--- src/rtl/uart_alu_cmd_engine_pkg.sv ---
// Shared constants and types for the UART ALU command engine: opcodes, header size,
// error response byte and the packet FSM state encoding.
package uart_alu_cmd_engine_pkg;

   localparam logic [7:0] OP_ECHO = 8'hEC;
   localparam logic [7:0] OP_ADD  = 8'hAD;
   localparam logic [7:0] OP_SUB  = 8'h5B;
   localparam logic [7:0] OP_XOR  = 8'hE7;

   localparam int unsigned HDR_BYTES     = 4;
   localparam logic [7:0]  ERR_RESP_BYTE = 8'hEE;

   typedef enum logic [2:0] {
      StHdr,
      StPayload,
      StResult,
      StDrain,
      StEresp
   } state_e;

   function automatic logic is_alu_op(input logic [7:0] op);
      return (op == OP_ADD) || (op == OP_SUB) || (op == OP_XOR);
   endfunction

endpackage

--- src/rtl/uart_alu_cmd_engine_if.sv ---
// Byte-stream handshake bundle between the UART RX/TX and the command engine.
// The engine uses the slave modport; the UART side (or a bench) uses master.
interface uart_alu_cmd_engine_if;

   logic [7:0] rx_data_i;
   logic       rx_valid_i;
   logic       rx_ready_o;
   logic [7:0] tx_data_o;
   logic       tx_valid_o;
   logic       tx_ready_i;

   modport slave (
      input  rx_data_i,
      input  rx_valid_i,
      input  tx_ready_i,
      output rx_ready_o,
      output tx_data_o,
      output tx_valid_o
   );

   modport master (
      output rx_data_i,
      output rx_valid_i,
      output tx_ready_i,
      input  rx_ready_o,
      input  tx_data_o,
      input  tx_valid_o
   );

endinterface

--- src/rtl/uart_alu_cmd_engine_tx_shift.sv ---
// Load-then-shift serializer: takes a DATA_W word plus a byte count and emits the
// bytes LSB first over a valid/ready handshake. o_last flags the final transfer.
module uart_alu_tx_shift #(
   parameter int unsigned DATA_W = 32,
   parameter int unsigned CNT_W  = 3
) (
   input  logic              clk_i,
   input  logic              rst_i,
   input  logic              i_load,
   input  logic [DATA_W-1:0] i_data,
   input  logic [CNT_W-1:0]  i_nbytes,
   output logic [7:0]        o_tx_data,
   output logic              o_tx_valid,
   input  logic              i_tx_ready,
   output logic              o_last
);

   logic [DATA_W-1:0] r_shift;
   logic [CNT_W-1:0]  r_left;
   logic              r_valid;

   always_ff @(posedge clk_i or posedge rst_i) begin
      if (rst_i) begin
         r_shift <= '0;
         r_left  <= '0;
         r_valid <= 1'b0;
      end else if (i_load) begin
         r_shift <= i_data;
         r_left  <= i_nbytes;
         r_valid <= (i_nbytes != '0);
      end else if (r_valid && i_tx_ready) begin
         r_shift <= r_shift >> 8;
         r_left  <= r_left - CNT_W'(1);
         r_valid <= (r_left != CNT_W'(1));
      end
   end

   assign o_tx_data  = r_shift[7:0];
   assign o_tx_valid = r_valid;
   assign o_last     = r_valid && i_tx_ready && (r_left == CNT_W'(1));

endmodule

--- src/rtl/uart_alu_cmd_engine.sv ---
// UART ALU packet engine: parses header+operand packets, reduces them (ADD/SUB/XOR) or
// echoes the payload. Optional macro UART_ALU_ERR_RESP_EN adds an 8'hEE error reply.
module uart_alu_cmd_engine
   import uart_alu_cmd_engine_pkg::*;
#(
   parameter int unsigned DATA_W    = 32,
   parameter int unsigned LEN_W     = 16,
   parameter int unsigned ERR_CNT_W = 8
) (
   input  logic                 clk_i,
   input  logic                 rst_i,
   uart_alu_cmd_engine_if.slave bus,
   output logic                 busy_o,
   output logic                 err_o,
   output logic [ERR_CNT_W-1:0] err_count_o
);

   localparam int unsigned OP_BYTES = DATA_W / 8;
   localparam int unsigned IDX_W    = (OP_BYTES > 1) ? $clog2(OP_BYTES) : 1;
   localparam int unsigned SH_CNT_W = $clog2(OP_BYTES + 1);

   state_e                r_state, w_state_nxt;
   logic [LEN_W-1:0]      r_cnt;
   logic [LEN_W-1:0]      r_len;
   logic [7:0]            r_len_lo;
   logic [7:0]            r_op;
   logic [IDX_W-1:0]      r_idx;
   logic                  r_first;
   logic [DATA_W-1:0]     r_opnd;
   logic [DATA_W-1:0]     r_acc;
   logic [7:0]            r_echo_data;
   logic                  r_echo_valid;
   logic                  r_err;
   logic [ERR_CNT_W-1:0]  r_err_cnt;

   logic                  w_rx_ready;
   logic                  w_rx_fire;
   logic [LEN_W+15:0]     w_len_ext;
   logic [LEN_W-1:0]      w_hdr_len;
   logic [LEN_W-1:0]      w_pay_len;
   logic                  w_len_gt_hdr;
   logic                  w_hdr_ok;
   logic                  w_hdr_last;
   logic                  w_pay_last;
   logic                  w_is_echo;
   logic [DATA_W-1:0]     w_opnd;
   logic                  w_opnd_done;
   logic [DATA_W-1:0]     w_acc_nxt;
   logic                  w_sh_load;
   logic [DATA_W-1:0]     w_sh_data;
   logic [SH_CNT_W-1:0]   w_sh_nbytes;
   logic [7:0]            w_sh_byte;
   logic                  w_sh_valid;
   logic                  w_sh_last;

   assign w_rx_fire = bus.rx_valid_i && w_rx_ready;
   assign w_is_echo = (r_op == OP_ECHO);

   // Upper length bits beyond the two header bytes are always zero.
   assign w_len_ext    = {{LEN_W{1'b0}}, bus.rx_data_i, r_len_lo};
   assign w_hdr_len    = w_len_ext[LEN_W-1:0];
   assign w_pay_len    = w_hdr_len - LEN_W'(HDR_BYTES);
   assign w_len_gt_hdr = (w_hdr_len > LEN_W'(HDR_BYTES));
   assign w_hdr_ok     = w_len_gt_hdr &&
                         (w_is_echo ||
                          (is_alu_op(r_op) && ((w_pay_len % LEN_W'(OP_BYTES)) == '0)));
   assign w_hdr_last   = (r_state == StHdr) && w_rx_fire &&
                         (r_cnt == LEN_W'(HDR_BYTES - 1));
   assign w_pay_last   = (r_cnt == r_len - LEN_W'(1));
   assign w_opnd_done  = (r_idx == IDX_W'(OP_BYTES - 1));

   always_comb begin
      w_opnd = r_opnd;
      w_opnd[{r_idx, 3'b000} +: 8] = bus.rx_data_i;
   end

   always_comb begin
      w_acc_nxt = r_acc;
      if (r_first) begin
         w_acc_nxt = w_opnd;
      end else begin
         case (r_op)
            OP_SUB:  w_acc_nxt = r_acc - w_opnd;
            OP_XOR:  w_acc_nxt = r_acc ^ w_opnd;
            default: w_acc_nxt = r_acc + w_opnd;
         endcase
      end
   end

   always_comb begin
      w_state_nxt = r_state;
      w_rx_ready  = 1'b0;
      w_sh_load   = 1'b0;
      w_sh_data   = w_acc_nxt;
      w_sh_nbytes = SH_CNT_W'(OP_BYTES);
      case (r_state)
         StHdr: begin
            w_rx_ready = 1'b1;
            if (w_hdr_last) begin
               if (w_hdr_ok) begin
                  w_state_nxt = StPayload;
               end else if (w_len_gt_hdr) begin
                  w_state_nxt = StDrain;
               end else begin
`ifdef UART_ALU_ERR_RESP_EN
                  w_state_nxt = StEresp;
                  w_sh_load   = 1'b1;
                  w_sh_data   = DATA_W'(ERR_RESP_BYTE);
                  w_sh_nbytes = SH_CNT_W'(1);
`else
                  w_state_nxt = StHdr;
`endif
               end
            end
         end
         StPayload: begin
            if (w_is_echo) begin
               // Hold off the next packet until the skid register has drained.
               w_rx_ready = (r_cnt != r_len) && (bus.tx_ready_i || !r_echo_valid);
               if ((r_cnt == r_len) && (!r_echo_valid || bus.tx_ready_i)) begin
                  w_state_nxt = StHdr;
               end
            end else begin
               w_rx_ready = 1'b1;
               if (w_rx_fire && w_pay_last) begin
                  w_state_nxt = StResult;
                  w_sh_load   = 1'b1;
               end
            end
         end
         StResult: begin
            if (w_sh_last) begin
               w_state_nxt = StHdr;
            end
         end
         StDrain: begin
            w_rx_ready = 1'b1;
            if (w_rx_fire && w_pay_last) begin
`ifdef UART_ALU_ERR_RESP_EN
               w_state_nxt = StEresp;
               w_sh_load   = 1'b1;
               w_sh_data   = DATA_W'(ERR_RESP_BYTE);
               w_sh_nbytes = SH_CNT_W'(1);
`else
               w_state_nxt = StHdr;
`endif
            end
         end
         StEresp: begin
            if (w_sh_last) begin
               w_state_nxt = StHdr;
            end
         end
         default: w_state_nxt = StHdr;
      endcase
   end

   always_ff @(posedge clk_i or posedge rst_i) begin
      if (rst_i) begin
         r_state      <= StHdr;
         r_cnt        <= '0;
         r_len        <= '0;
         r_len_lo     <= '0;
         r_op         <= '0;
         r_idx        <= '0;
         r_first      <= 1'b0;
         r_opnd       <= '0;
         r_acc        <= '0;
         r_echo_data  <= '0;
         r_echo_valid <= 1'b0;
         r_err        <= 1'b0;
         r_err_cnt    <= '0;
      end else begin
         r_state <= w_state_nxt;
         r_err   <= 1'b0;
         if (r_echo_valid && bus.tx_ready_i) begin
            r_echo_valid <= 1'b0;
         end
         if (w_rx_fire) begin
            case (r_state)
               StHdr: begin
                  r_cnt <= r_cnt + LEN_W'(1);
                  if (r_cnt == LEN_W'(0)) r_op <= bus.rx_data_i;
                  if (r_cnt == LEN_W'(2)) r_len_lo <= bus.rx_data_i;
                  if (w_hdr_last) begin
                     r_len   <= w_hdr_len;
                     r_idx   <= '0;
                     r_first <= 1'b1;
                     if (!w_len_gt_hdr) r_cnt <= '0;
                     if (!w_hdr_ok) begin
                        r_err <= 1'b1;
                        if (r_err_cnt != '1) r_err_cnt <= r_err_cnt + ERR_CNT_W'(1);
                     end
                  end
               end
               StPayload: begin
                  r_cnt <= r_cnt + LEN_W'(1);
                  if (w_is_echo) begin
                     r_echo_data  <= bus.rx_data_i;
                     r_echo_valid <= 1'b1;
                  end else begin
                     r_opnd <= w_opnd;
                     if (w_opnd_done) begin
                        r_idx   <= '0;
                        r_acc   <= w_acc_nxt;
                        r_first <= 1'b0;
                     end else begin
                        r_idx <= r_idx + IDX_W'(1);
                     end
                  end
               end
               StDrain: r_cnt <= r_cnt + LEN_W'(1);
               default: ;
            endcase
         end
         if ((r_state != StHdr) && (w_state_nxt == StHdr)) begin
            r_cnt <= '0;
         end
      end
   end

   uart_alu_tx_shift #(
      .DATA_W (DATA_W),
      .CNT_W  (SH_CNT_W)
   ) u_tx_shift (
      .clk_i      (clk_i),
      .rst_i      (rst_i),
      .i_load     (w_sh_load),
      .i_data     (w_sh_data),
      .i_nbytes   (w_sh_nbytes),
      .o_tx_data  (w_sh_byte),
      .o_tx_valid (w_sh_valid),
      .i_tx_ready (bus.tx_ready_i),
      .o_last     (w_sh_last)
   );

   // Echo skid and serializer are never active together.
   assign bus.tx_valid_o = r_echo_valid | w_sh_valid;
   assign bus.tx_data_o  = r_echo_valid ? r_echo_data : w_sh_byte;
   assign bus.rx_ready_o = w_rx_ready && !rst_i;

   assign busy_o      = (r_state != StHdr) || (r_cnt != '0);
   assign err_o       = r_err;
   assign err_count_o = r_err_cnt;

endmodule

--- src/flat_wrapper.sv ---
// flat-port wrapper written by rule: the top's interface ports become plain ports
module uart_alu_cmd_engine_flat import uart_alu_cmd_engine_pkg::*;
#(
   parameter int unsigned DATA_W    = 32,
   parameter int unsigned LEN_W     = 16,
   parameter int unsigned ERR_CNT_W = 8
)
  (clk_i, rst_i, busy_o, err_o, err_count_o, bus_rx_data_i, bus_rx_valid_i, bus_tx_ready_i, bus_rx_ready_o, bus_tx_data_o, bus_tx_valid_o);
  uart_alu_cmd_engine_if bus_i ();
  input  logic clk_i;
  input  logic rst_i;
  output logic busy_o;
  output logic err_o;
  output logic [ERR_CNT_W-1:0] err_count_o;
  input wire logic [$bits(bus_i.rx_data_i)-1:0] bus_rx_data_i;
  input wire logic [$bits(bus_i.rx_valid_i)-1:0] bus_rx_valid_i;
  input wire logic [$bits(bus_i.tx_ready_i)-1:0] bus_tx_ready_i;
  output wire logic [$bits(bus_i.rx_ready_o)-1:0] bus_rx_ready_o;
  output wire logic [$bits(bus_i.tx_data_o)-1:0] bus_tx_data_o;
  output wire logic [$bits(bus_i.tx_valid_o)-1:0] bus_tx_valid_o;
  assign bus_i.rx_data_i = bus_rx_data_i;
  assign bus_i.rx_valid_i = bus_rx_valid_i;
  assign bus_i.tx_ready_i = bus_tx_ready_i;
  assign bus_rx_ready_o = bus_i.rx_ready_o;
  assign bus_tx_data_o = bus_i.tx_data_o;
  assign bus_tx_valid_o = bus_i.tx_valid_o;
  uart_alu_cmd_engine #(.DATA_W(DATA_W), .LEN_W(LEN_W), .ERR_CNT_W(ERR_CNT_W)) u_core (.clk_i(clk_i), .rst_i(rst_i), .bus(bus_i), .busy_o(busy_o), .err_o(err_o), .err_count_o(err_count_o));
endmodule
--- config.mk ---
export PLATFORM = sky130hd
export DESIGN_NAME = uart_alu_cmd_engine_flat
export DESIGN_NICKNAME = d
export VERILOG_FILES = /design/src/rtl/uart_alu_cmd_engine_pkg.sv /design/src/rtl/uart_alu_cmd_engine_if.sv /design/src/rtl/uart_alu_cmd_engine_tx_shift.sv /design/src/rtl/uart_alu_cmd_engine.sv /design/src/flat_wrapper.sv
export SDC_FILE = /design/constraint.sdc
export NUM_CORES = 1
export LEC_CHECK = 0
export ABC_CLOCK_PERIOD_IN_PS = 5100
export BUFFER_PORTS_ARGS = -buffer_cell sky130_fd_sc_hd__buf_2
export CAP_MARGIN = 20
export CORE_ASPECT_RATIO = 1.4
export CORE_UTILIZATION = 41
export DETAILED_ROUTE_END_ITERATION = 8
export PLACE_DENSITY_LB_ADDON = 0.25
export SYNTH_ARGS = -nofsm -noshare
export SYNTH_HDL_FRONTEND = slang
export SYNTH_SLANG_ARGS = --single-unit
--- constraint.sdc ---
create_clock -name clk_i -period 5.1 [get_ports clk_i]
set_clock_uncertainty 0.1 [all_clocks]
set_input_delay 0.51 -clock clk_i [delete_from_list [all_inputs] [get_ports clk_i]]
set_output_delay 0.51 -clock clk_i [all_outputs]
set_load 0.02 [all_outputs]
==> results of run 1 <==
==> cells by family after synthesis <==
kind of cell	Yosys count
AO/OA/AOI/OAI	378
XOR/XNOR	95
adder cells (fa/ha/maj)	46
buffers and inverters	115
flip-flops	172
multiplexers	66
AND/OR/NAND/NOR	479
==> state kept, by name, summed over array words and instances (netlist names) <==
register	flops
u_core.r_len	16
u_core.u_tx_shift.r_shift	32
u_core.r_acc	32
u_core.r_first	1
u_core.r_idx	2
u_core.r_op	8
u_core.r_len_lo	8
u_core.r_cnt	16
u_core.r_state	3
u_core.u_tx_shift.r_left	3
u_core.err_o	1
u_core.r_opnd	32
u_core.r_echo_data	8
u_core.u_tx_shift.o_tx_valid	1
u_core.r_echo_valid	1
u_core.err_count_o	8
==> routing by layer <==
| metal | vias up | global-route usage | wire, um |
|---|---|---|---|
| met1 | 5091 | 0.299 | 14600 |
| met4 | 0 | 0.134 | 1620 |
| met2 | 195 | 0.455 | 18500 |
| met5 | - | 0 | 0 |
| met3 | 65 | 0.0271 | 797 |
| li1 | 5050 | - | - |
==> critical path, stage by stage (launching register included) <==
cell and delay, ns:
dfrtp_1 0.39, inv_2 0.12, ha_4 0.22, or3b_2 0.45
o21a_1 0.21, o211a_1 0.21, and3_2 0.25, o2111ai_4 0.14
nor2_2 0.07, nand2_1 0.11, buf_4 0.11, nor2_1 0.04
a31o_2 0.25, xnor2_1 0.14, ha_1 0.20, a21o_1 0.17
a21o_1 0.19, a21o_1 0.21, buf_4 0.14, o41ai_4 0.33
xnor2_2 0.22, nor3b_1 0.09, o211a_1 0.22, a211oi_1 0.19
==> cell usage in the layout (no fill, tap or decap), types with 9 or more instances in the layout <==
| cell | instances |
|---|---|
| mux2_2 | 59 |
| o21ai_0 | 117 |
| nand4_1 | 14 |
| nand2_1 | 136 |
| a31oi_1 | 28 |
| a211oi_1 | 25 |
| nor3_1 | 22 |
| xor2_1 | 41 |
| buf_2 | 31 |
| buf_4 | 106 |
| nor2_1 | 135 |
| a22oi_1 | 19 |
| and3_1 | 45 |
| dfrtp_1 | 171 |
| a21oi_1 | 74 |
| clkbuf_16 | 17 |
| nor4_1 | 16 |
| inv_1 | 32 |
| or3_1 | 12 |
| nand3_1 | 25 |
| ha_1 | 42 |
| a21o_1 | 15 |
| xnor2_1 | 53 |
| o22a_1 | 9 |
| nor2b_1 | 18 |
==> how the worst max path moves through the flow <==
stage               startpoint          endpoint  cells past startpoint
2_1_floorplan  u_core.r_idx[0]  u_core.r_acc[31]                     26
3_3_place_gp   u_core.r_idx[0]  u_core.r_acc[31]                     20
3_5_place_dp   u_core.r_idx[0]  u_core.r_acc[31]                     21
4_1_cts        u_core.r_idx[0]  u_core.r_acc[31]                     22
5_1_grt        u_core.r_idx[0]  u_core.r_acc[31]                     23
6_report       u_core.r_idx[0]  u_core.r_acc[31]                     23
==> what timing repair did <==
item | CTS | global route
resized for setup | 5 | 33
pin swaps | 1 | 6
setup endpoints to repair | 2 | 23
hold buffers | 0 | 0
setup buffers | 0 | 0
gates cloned | 0 | 0
endpoints found under the hold margin | 0 | 0
==> cell usage after synthesis, types with 14 or more instances <==
library cell | count | area [sq um]
a211oi_1 | 26 | 195
a21o_1 | 15 | 113
a21oi_1 | 77 | 385
a22oi_1 | 20 | 150
a31oi_1 | 30 | 188
and3_1 | 46 | 288
clkbuf_1 | 67 | 251
dfrtp_1 | 172 | 4300
ha_1 | 45 | 563
inv_1 | 35 | 131
mux2_2 | 59 | 664
nand2_1 | 136 | 510
nand3_1 | 26 | 130
nand4_1 | 14 | 87.6
nor2_1 | 136 | 510
nor2b_1 | 18 | 113
nor3_1 | 25 | 125
nor4_1 | 17 | 106
o21ai_0 | 123 | 616
xnor2_1 | 54 | 473
xor2_1 | 41 | 359
==> power breakdown <==
group          internal [mW]  switching (mW)
clock network          0.682           0.616
registers               1.38          0.0445
logic                 0.0868           0.144
total                   2.15           0.804
==> final cells by class <==
class / count / area share
clock buffers: 18 / 0.0317
clock inverters: 14 / 0.0102
inverters: 36 / 0.0103
multi-input cells: 1064 / 0.522
flip-flops and latches: 172 / 0.318
well taps: 370 / 0.0342
repair buffers: 140 / 0.0740
==> metrics by stage <==
step | setup WS (ns) | area [sq um] | cells | power (mW) | hold slack (ns)
final | 0.219 | 13600 | 1814 | 2.96 | 0.241
after global routing | 0.0242 | 13600 | 1814 | 3.06 | 0.335
after CTS | 0.00716 | 13400 | 1814 | 2.98 | 0.296
after detailed placement | -0.0519 | 12800 | 1782 | 1.68 | 0.363
after global placement | 0.0134 | 12800 | 1781 | 1.68 | 0.355
after floorplan | -0.0712 | 11600 | 1351 | 1.59 | 0.342
==> run_results.csv, run 1 <==
group,metric,value,unit
outcome,outcome,"complete, no violations",
logic_synthesis,synth_top_family_by_area,"compound AO/OA/AOI/OAI gates",
logic_synthesis,synth_compound_area_frac,0.205,
detailed_routing,vias_per_cell,5.73,
sta,fmax,205,MHz
logic_synthesis,synth_fp_nets,1409,
cts,cts_sinks,172,
layout,drive_gt1_frac,0.193,
sta,tightest_slew,0.946,ns
layout,multiInputGateArea,7070,sq um
logic_synthesis,synthCells,1351,
logic_synthesis,avgSynthCellArea,8.60,sq um
detailed_routing,drc,0,
floorplanning,rows,72,
floorplanning,start_util,0.419,
layout,nFillCells,2710,
sta,min_period,4.88,ns
detailed_routing,totalWireLength,35.5,mm
cts,clockRootBuffer,"clkbuf_16",
logic_synthesis,yosys_warnings,0,
power_and_ir_drop,pwr_density_cell,218,nW/um^2
detailed_routing,drt_iter0_markers,577,
detailed_routing,vias,10401,
layout,register_area,4310,sq um
layout,syn2layout_area_growth,16.7,%
floorplanning,core-area,27700,sq um
detailed_routing,ant_nets,0,
grt,grt_remaining_overflow,0,
sta,hold_viol,0,
critical_path,end_kind,"register",
logic_synthesis,syn_area,11600,sq um
critical_path,rrSetupSlack,0.22,ns
power_and_ir_drop,ir_drop,0.180,mV
power_and_ir_drop,p_leak,6.49,nW
critical_path,r2r-end,"u_core.r_acc[31]",
layout,final_nets,1489,
logic_synthesis,synth_fa_ha_area_frac,0.0502,
grt,grt_pass1_wl,56.1,mm
detailed_routing,wl_per_cell,19.6,um
logic_synthesis,async_flop_share,1.00,
critical_path,crit_type,"reg2reg",
sta,setup_viol,0,
logic_synthesis,synth_edf_count,0,
critical_path,path_max_fanout,6,
grt,track_usage,0.256,
sta,finalCritPeriodShare,0.957,
floorplanning,io_pins,32,
critical_path,cp.arrival,5.15,ns
cts,cts_buffer_depth,2,
layout,final_util,0.488,
floorplanning,die-area,29000,sq um
logic_synthesis,yosysSeqAreaShare,0.371,
logic_synthesis,muxShareOfSynthArea,0.0632,
floorplanning,die_h,201,um
logic_synthesis,synth_cell_types,72,
logic_synthesis,synthSimpleGateAreaFrac,0.200,
critical_path,reg2regPathDepth,23,
logic_synthesis,synthFlopType,"dfrtp_1",
logic_synthesis,post_synth_xor_area_fraction,0.0716,
critical_path,start_kind,"register",
cts,htreeDepth,4,
run,max_cap_violations,0,
placed_design,hpwl,26.1,mm
layout,antennaDiodeCount,0,
placed_design,port_buffers,31,
grt,grt_pass1_vias,10067,
grt,antenna_found_initial,0,
cts,cts_made_buffers,17,
critical_path,rr_startpoint,"u_core.r_idx[0]",
sta,max_slew_margin,0.369,
cts,worstSkewPairLatency,0.46,ns
cts,cts.clk_slew.worst_paths,0.07,ns
logic_synthesis,ys_ff_latch,172,
placed_design,place.gp.congestion,0.896,
sta,slew_violations,0,
detailed_routing,first_pass_iters,5,
cts,cts_tree,"built",
floorplanning,die_w,144,um
sta,finalSetupTns,0,ns
grt,grt_max_degree,173,
worst_hold_path,hold_class,"in2async",
sta,rsz0062_at_grt,"false",
critical_path,crit_required,5.37,ns
Power figures use the tool's default switching activity.
==> run 2: changes to the inputs <==
--- a/config.mk
+++ b/config.mk
@@ -5,6 +5,7 @@
 export SDC_FILE = /design/constraint.sdc
 export NUM_CORES = 1
 export LEC_CHECK = 0
+export ABC_AREA = 1
 export ABC_CLOCK_PERIOD_IN_PS = 5100
 export BUFFER_PORTS_ARGS = -buffer_cell sky130_fd_sc_hd__buf_2
 export CAP_MARGIN = 20
@@ -12,6 +13,7 @@
 export CORE_UTILIZATION = 41
 export DETAILED_ROUTE_END_ITERATION = 8
 export PLACE_DENSITY_LB_ADDON = 0.25
+export SLEW_MARGIN = 25
 export SYNTH_ARGS = -nofsm -noshare
 export SYNTH_HDL_FRONTEND = slang
 export SYNTH_SLANG_ARGS = --single-unit
==> run 2 against run 1 <==
Compared with the run above: sequential share of layout area decreased by 0.33 points; critical path depth increased by 2; first-iteration DRC count increased by 17%; register-to-register slack improved by 0.22 ns; wire length increased by 20%; worst setup slack improved by 0.22 ns; largest cell class unchanged; largest power group is now combinational logic.
==> run_results.csv, run 2 <==
group,metric,value,unit
outcome,outcome,"complete, no violations",
critical_path,cpMaxStageDelayCell,"dfrtp_1",
detailed_routing,vias_per_cell,5.43,
cts,cts.clk_slew.worst_paths,0.07,ns
sta,fmax,214,MHz
floorplanning,rows,74,
placed_design,hpwl,33.0,mm
critical_path,path_depth,25,
grt,use_met3,0.0378,
floorplanning,die_h,207,um
sta,slew_violations,0,
cts,worstSkewPairLatency,0.46,ns
layout,syn2layout_area_growth,11.0,%
sta,fin_ws,0.438,ns
logic_synthesis,yosysSeqAreaShare,0.349,
floorplanning,io_pins,32,
detailed_routing,drt_iter0_markers,676,
critical_path,start_kind,"register",
critical_path,crit_family,"compound AO/OA/AOI/OAI gates",
power_and_ir_drop,power.total,9.03,mW
detailed_routing,vias,12264,
critical_path,end_kind,"register",
detailed_routing,first_pass_iters,5,
detailed_routing,ant_nets,0,
layout,antennaDiodeCount,0,
logic_synthesis,yosys-top-cells-count,"518 x nand2_1, 209 x inv_1, 195 x o21ai_0",
layout,drive_gt1_frac,0.0899,
run,max_cap_violations,0,
sta,finalSetupTns,0,ns
sta,hold_viol,0,
critical_path,slowest_delay,0.40,ns
logic_synthesis,avgSynthCellArea,6.77,sq um
power_and_ir_drop,ir_drop,0.387,mV
grt,grt_max_degree,76,
logic_synthesis,synthCells,1822,
sta,min_period,4.66,ns
layout,mostFrequentLayoutCell,"nand2_1",
cts,cts_sinks,172,
placed_design,dpl_worst_slack,0.0997,ns
grt,busiest_layer,"met2",
layout,final_nets,1925,
logic_synthesis,synth_edf_count,0,
grt,grt_pass1_vias,12091,
sta,rsz0062_at_grt,"false",
logic_synthesis,async_flop_share,1.00,
critical_path,cp.arrival,4.95,ns
floorplanning,core-area,29400,sq um
floorplanning,die_w,149,um
critical_path,crit_required,5.39,ns
floorplanning,die-area,30800,sq um
floorplanning,start_util,0.420,
power_and_ir_drop,pwr_density_cell,659,nW/um^2
grt,grt_remaining_overflow,0,
placed_design,port_buffers,31,
logic_synthesis,synth_cell_types,52,
critical_path,path_max_fanout,10,
detailed_routing,drc,0,
layout,top_regs,"u_core.r_acc (32), u_core.r_opnd (32), u_core.u_tx_shift.r_shift (32)",
logic_synthesis,synthFlopType,"dfrtp_1",
critical_path,critPathBufInv,4,
grt,grt_use_met1,0.291,
power_and_ir_drop,p_leak,6.84,nW
logic_synthesis,syn_area,12300,sq um
grt,antenna_found_initial,0,
cts,cts_made_buffers,17,
sta,setup_viol,0,
cts,cts_tree,"built",
grt,grt_use_met2,0.511,
critical_path,reg2regPathDepth,25,
grt,grt_pass1_wl,66.6,mm
cts,htreeDepth,4,
cts,cts_buffer_depth,2,
cts,clockRootBuffer,"clkbuf_16",
logic_synthesis,ys_ff_latch,172,
logic_synthesis,yosys-top-cells-area,"dfrtp_1 35%, nand2_1 16%, o21ai_0 7.9%, inv_1 6.4%, nor2_1 5.1%",
logic_synthesis,yosys_warnings,0,
logic_synthesis,synth_fp_nets,1880,
logic_synthesis,synth_top_area_share,0.349,
sta,finalCritPeriodShare,0.914,
logic_synthesis,yosysMostFrequentCell,"nand2_1",
sta,tightest_slew,1.01,ns
layout,final_cell_mix,"516 x nand2_1, 204 x inv_1, 192 x o21ai_0, 172 x dfrtp_1, 163 x nor2_1",
sta,max_slew_margin,0.318,
grt,track_usage,0.286,
detailed_routing,wl_per_cell,18.8,um
logic_synthesis,yosysTopAreaCell,"dfrtp_1",
worst_hold_path,holdPathStages,3,
placed_design,place.gp.congestion,0.988,
detailed_routing,totalWireLength,42.5,mm
critical_path,crit_type,"reg2reg",
worst_hold_path,hold_class,"in2reg",
-- run 2: cells by family after synthesis --
| group | after synthesis | share of synthesized area |
|---|---|---|
| xor gates and xnor gates | 58 | 0.0412 |
| AOI/OAI and AO/OA | 390 | 0.173 |
| DFF | 172 | 0.349 |
| and+or+nand+nor | 889 | 0.306 |
| buffers and inverters | 267 | 0.0844 |
| adders and majority gates | 46 | 0.0473 |
-- run 2: layout make-up --
cell class	count	area (sq um)
clock buffer	21	460
clock inverter	11	85.1
fill	2996	15700
inverter	217	818
multi-input combinational	1383	7040
sequential	172	4300
tap	380	475
timing repair buffer	76	499
-- run 2: final timing paths --
| check | startpoint | endpoint | slack [ns] |
|---|---|---|---|
| max in group asynchronous | rst_i | u_core.u_tx_shift.r_shift[4] | 3.31 |
| min | bus_tx_ready_i | u_core.r_echo_valid | 0.30 |
| min reg2reg | u_core.u_tx_shift.r_shift[12] | u_core.u_tx_shift.r_shift[12] | 0.38 |
| max | u_core.r_idx[1] | u_core.u_tx_shift.r_shift[23] | 0.44 |
| min in group asynchronous | rst_i | u_core.r_cnt[3] | 0.54 |
| max reg2reg | u_core.r_idx[1] | u_core.u_tx_shift.r_shift[23] | 0.44 |
-- run 2: what timing repair did --
| action | CTS | global route |
|---|---|---|
| setup buffers | 0 | 1 |
| endpoints found under the setup margin | 0 | 21 |
| hold endpoints to repair | 9 | 0 |
| hold buffers | 1 | 0 |
| gates resized for setup | 0 | 20 |
-- run 2: worst min-delay path: stages --
cell	delay, ns
buf_2	0.09
or2_2	0.16
nand2_1	0.06
-- run 2: stage by stage --
stage	hold slack, ns	utilization	instance area (sq um)	std cells
2_1_floorplan	0.349	-	12300	1822
3_3_place_gp	0.365	0.445	13100	2226
3_5_place_dp	0.365	0.445	13100	2226
4_1_cts	0.284	0.464	13600	2259
5_1_grt	0.314	0.466	13700	2260
6_report	0.304	0.466	13700	2260
-- run 2: power by group --
| group | leakage, nW | switching [mW] | total [mW] | internal [mW] |
|---|---|---|---|---|
| clock | 0.254 | 0.595 | 1.25 | 0.653 |
| sequential | 2.29 | 0.314 | 1.98 | 1.67 |
| combinational | 4.30 | 3.90 | 5.80 | 1.89 |
| total | 6.84 | 4.81 | 9.03 | 4.21 |
-- run 2: routing by layer --
layer / vias to the layer above / wire length (um)
met1: 5702 / 15500
met4: 0 / 4000
met5: - / 0
li1: 6042 / -
met3: 180 / 1200
met2: 340 / 21800
==> run 3: changes to the inputs <==
--- a/config.mk
+++ b/config.mk
@@ -5,7 +5,6 @@
 export SDC_FILE = /design/constraint.sdc
 export NUM_CORES = 1
 export LEC_CHECK = 0
-export ABC_AREA = 1
 export ABC_CLOCK_PERIOD_IN_PS = 5100
 export BUFFER_PORTS_ARGS = -buffer_cell sky130_fd_sc_hd__buf_2
 export CAP_MARGIN = 20
==> run 3 against run 2 <==
Compared with the run above: non-clock buffer count increased by 64; final cell count shrank 20%; clock-buffer cell count down 3.
==> run_results.csv, run 3 (synthesis gave the netlist of run 1 again) <==
group,metric,value,unit
critical_path,r2r-end,"u_core.r_acc[31]",
sta,hold_viol,0,
critical_path,crit_chain,"inv_2 -> ha_4 -> or3b_2 -> o21a_1 -> o211a_1 -> and3_2 -> o2111ai_4 -> nor2_4 -> nand2_2 -> o21ai_2 -> xnor2_1 -> ha_1 -> a21o_1 -> a21oi_2 -> nor2b_1 -> a311oi_4 -> a31oi_4 -> o41ai_4 -> xnor2_2 -> nor3b_1 -> o211a_1 -> a211oi_1",
layout,syn2layout_area_growth,17.5,%
critical_path,crit_top_cell,"o211a_1",
layout,final_util,0.492,
power_and_ir_drop,pwr_density_cell,221,nW/um^2
power_and_ir_drop,ir_drop,0.188,mV
power_and_ir_drop,netSwitchingPower,0.800,mW
sta,finalCritPeriodShare,0.955,
detailed_routing,highest_layer,"met4",
layout,top_regs,"u_core.r_acc (32), u_core.r_opnd (32), u_core.u_tx_shift.r_shift (32)",
critical_path,crit_type,"reg2reg",
floorplanning,start_util,0.419,
sta,tightest_slew,0.958,ns
cts,cts_buffer_depth,2,
critical_path,crit_family,"compound AO/OA/AOI/OAI gates",
placed_design,hpwl,26.1,mm
run,max_cap_violations,0,
detailed_routing,route.met3.wl,903,um
detailed_routing,wl_per_cell,19.5,um
power_and_ir_drop,sw_frac_of_total,0.265,
grt,grt_max_degree,173,
worst_hold_path,hold_class,"in2async",
detailed_routing,first_pass_iters,5,
power_and_ir_drop,seqPwrFrac,0.473,
power_and_ir_drop,p_leak,6.52,nW
sta,hold_slack,0.0562,ns
critical_path,startpoint,"u_core.r_idx[0]",
sta,fmax,205,MHz
power_and_ir_drop,power_frac_comb,0.078,
cts,post_cts_buffers,0,
critical_path,critPathBufInv,1,
placed_design,place.gp.congestion,0.896,
grt,grt_pass1_vias,10254,
detailed_routing,ant_nets,0,
cts,cts.clk_slew.worst_paths,0.07,ns
outcome,outcome,"complete, no violations",
power_and_ir_drop,p_int,2.22,mW
sta,max_slew_margin,0.359,
layout,mostFrequentLayoutCell,"dfrtp_1",
cts,cts_tree,"built",
critical_path,rrSetupSlack,0.23,ns
floorplanning,core-area,27700,sq um
critical_path,cpMaxStageDelayCell,"or3b_2",
floorplanning,die-area,29000,sq um
critical_path,rr_startpoint,"u_core.r_idx[0]",
layout,antennaDiodeCount,0,
floorplanning,io_pins,32,
critical_path,critical_path.endpoint,"u_core.r_acc[31]",
sta,slew_violations,0,
critical_path,reg2regPathDepth,22,
layout,final_nets,1489,
cts,worstSkewPairLatency,0.46,ns
placed_design,dp.cells,1781,
critical_path,slowest_delay,0.45,ns
sta,setup_viol,0,
critical_path,path_max_fanout,6,
layout,final_cell_mix,"171 x dfrtp_1, 135 x nand2_1, 134 x nor2_1, 116 x o21ai_0, 106 x buf_4",
critical_path,path_depth,22,
critical_path,end_kind,"register",
critical_path,cp.arrival,5.14,ns
critical_path,start_kind,"register",
detailed_routing,m1WireLength,14.6,mm
detailed_routing,route.met2.wl,18.2,mm
grt,grt_remaining_overflow,0,
cts,cts_made_buffers,17,
floorplanning,die_w,144,um
critical_path,crit_required,5.37,ns
cts,cts_sinks,172,
placed_design,port_buffers,31,
grt,antenna_found_initial,0,
layout,nFillCells,2753,
layout,drive_gt1_frac,0.202,
detailed_routing,vias_per_cell,5.71,
power_and_ir_drop,clkPwrFrac,0.449,
detailed_routing,totalWireLength,35.4,mm
detailed_routing,drc,0,
cts,htreeDepth,4,
detailed_routing,drt_iter0_markers,507,
layout,layout.cells.non_filler,1814,
floorplanning,rows,72,
grt,grt_pass1_wl,56.6,mm
detailed_routing,vias,10351,
sta,min_period,4.87,ns
floorplanning,die_h,201,um
cts,clockRootBuffer,"clkbuf_16",
grt,track_usage,0.257,
==> run 3: final cells by class <==
cell class	count	area (sq um)	area share
Clock buffer	18	439	0.0322
Tap cell	370	463	0.0339
Timing Repair Buffer	140	1020	0.0746
Clock inverter	14	159	0.0116
Sequential cell	172	4310	0.316
Inverter	36	140	0.0103
Multi-Input combinational cell	1064	7120	0.522
==> run 3: how the worst min path moves through the flow <==
stage | from | end | slack [ns] | cells after the start
after floorplan | u_core.r_opnd[16] | u_core.r_opnd[16] | 0.34 | 2
after global placement | u_core.r_opnd[26] | u_core.r_opnd[26] | 0.35 | 2
after detailed placement | u_core.r_opnd[24] | u_core.r_opnd[24] | 0.36 | 2
after CTS | rst_i | u_core.r_echo_data[1] | 0.30 | 3
after global routing | rst_i | u_core.r_cnt[12] | 0.15 | 3
final | rst_i | u_core.r_cnt[14] | 0.06 | 3
==> run 3: power groups by stage <==
| stage | registers, mW | clock network (mW) | logic, mW |
|---|---|---|---|
| 3_5_place_dp | 1.45 | 0 | 0.232 |
| 2_1_floorplan | 1.43 | 0 | 0.166 |
| 3_3_place_gp | 1.45 | 0 | 0.229 |
| 4_1_cts | 1.43 | 1.38 | 0.233 |
| 5_1_grt | 1.43 | 1.42 | 0.261 |
| 6_report | 1.43 | 1.35 | 0.234 |
==> run 3: per-stage QoR <==
| stage | worst slack, ns | TNS [ns] | power, mW | cell area, sq um |
|---|---|---|---|---|
| after global routing | -0.000771 | -0.000771 | 3.12 | 13600 |
| final | 0.228 | 0 | 3.02 | 13600 |
| after CTS | 0.000429 | 0 | 3.04 | 13400 |
| after detailed placement | -0.0450 | -0.0450 | 1.68 | 12800 |
| after floorplan | -0.0712 | -0.0712 | 1.59 | 11600 |
| after global placement | 0.0134 | 0 | 1.68 | 12800 |
==> run 3: per-layer routing <==
| layer | global-route usage | up-vias |
|---|---|---|
| met5 | 0 | - |
| met4 | 0.135 | 0 |
| met3 | 0.0350 | 70 |
| met2 | 0.452 | 179 |
| met1 | 0.299 | 5056 |
| li1 | - | 5046 |
==> run 3: tightest hold or removal path: stages <==
cell and delay [ns]:
buf_2 0.11, clkinvlp_4 0.07, buf_12 0.35
==> run 3: what timing repair did <==
| item | in CTS | in global routing |
|---|---|---|
| pin swaps | 0 | 12 |
| gates resized for setup | 2 | 48 |
| hold buffers | 0 | 0 |
| endpoints found under the setup margin | 2 | 30 |
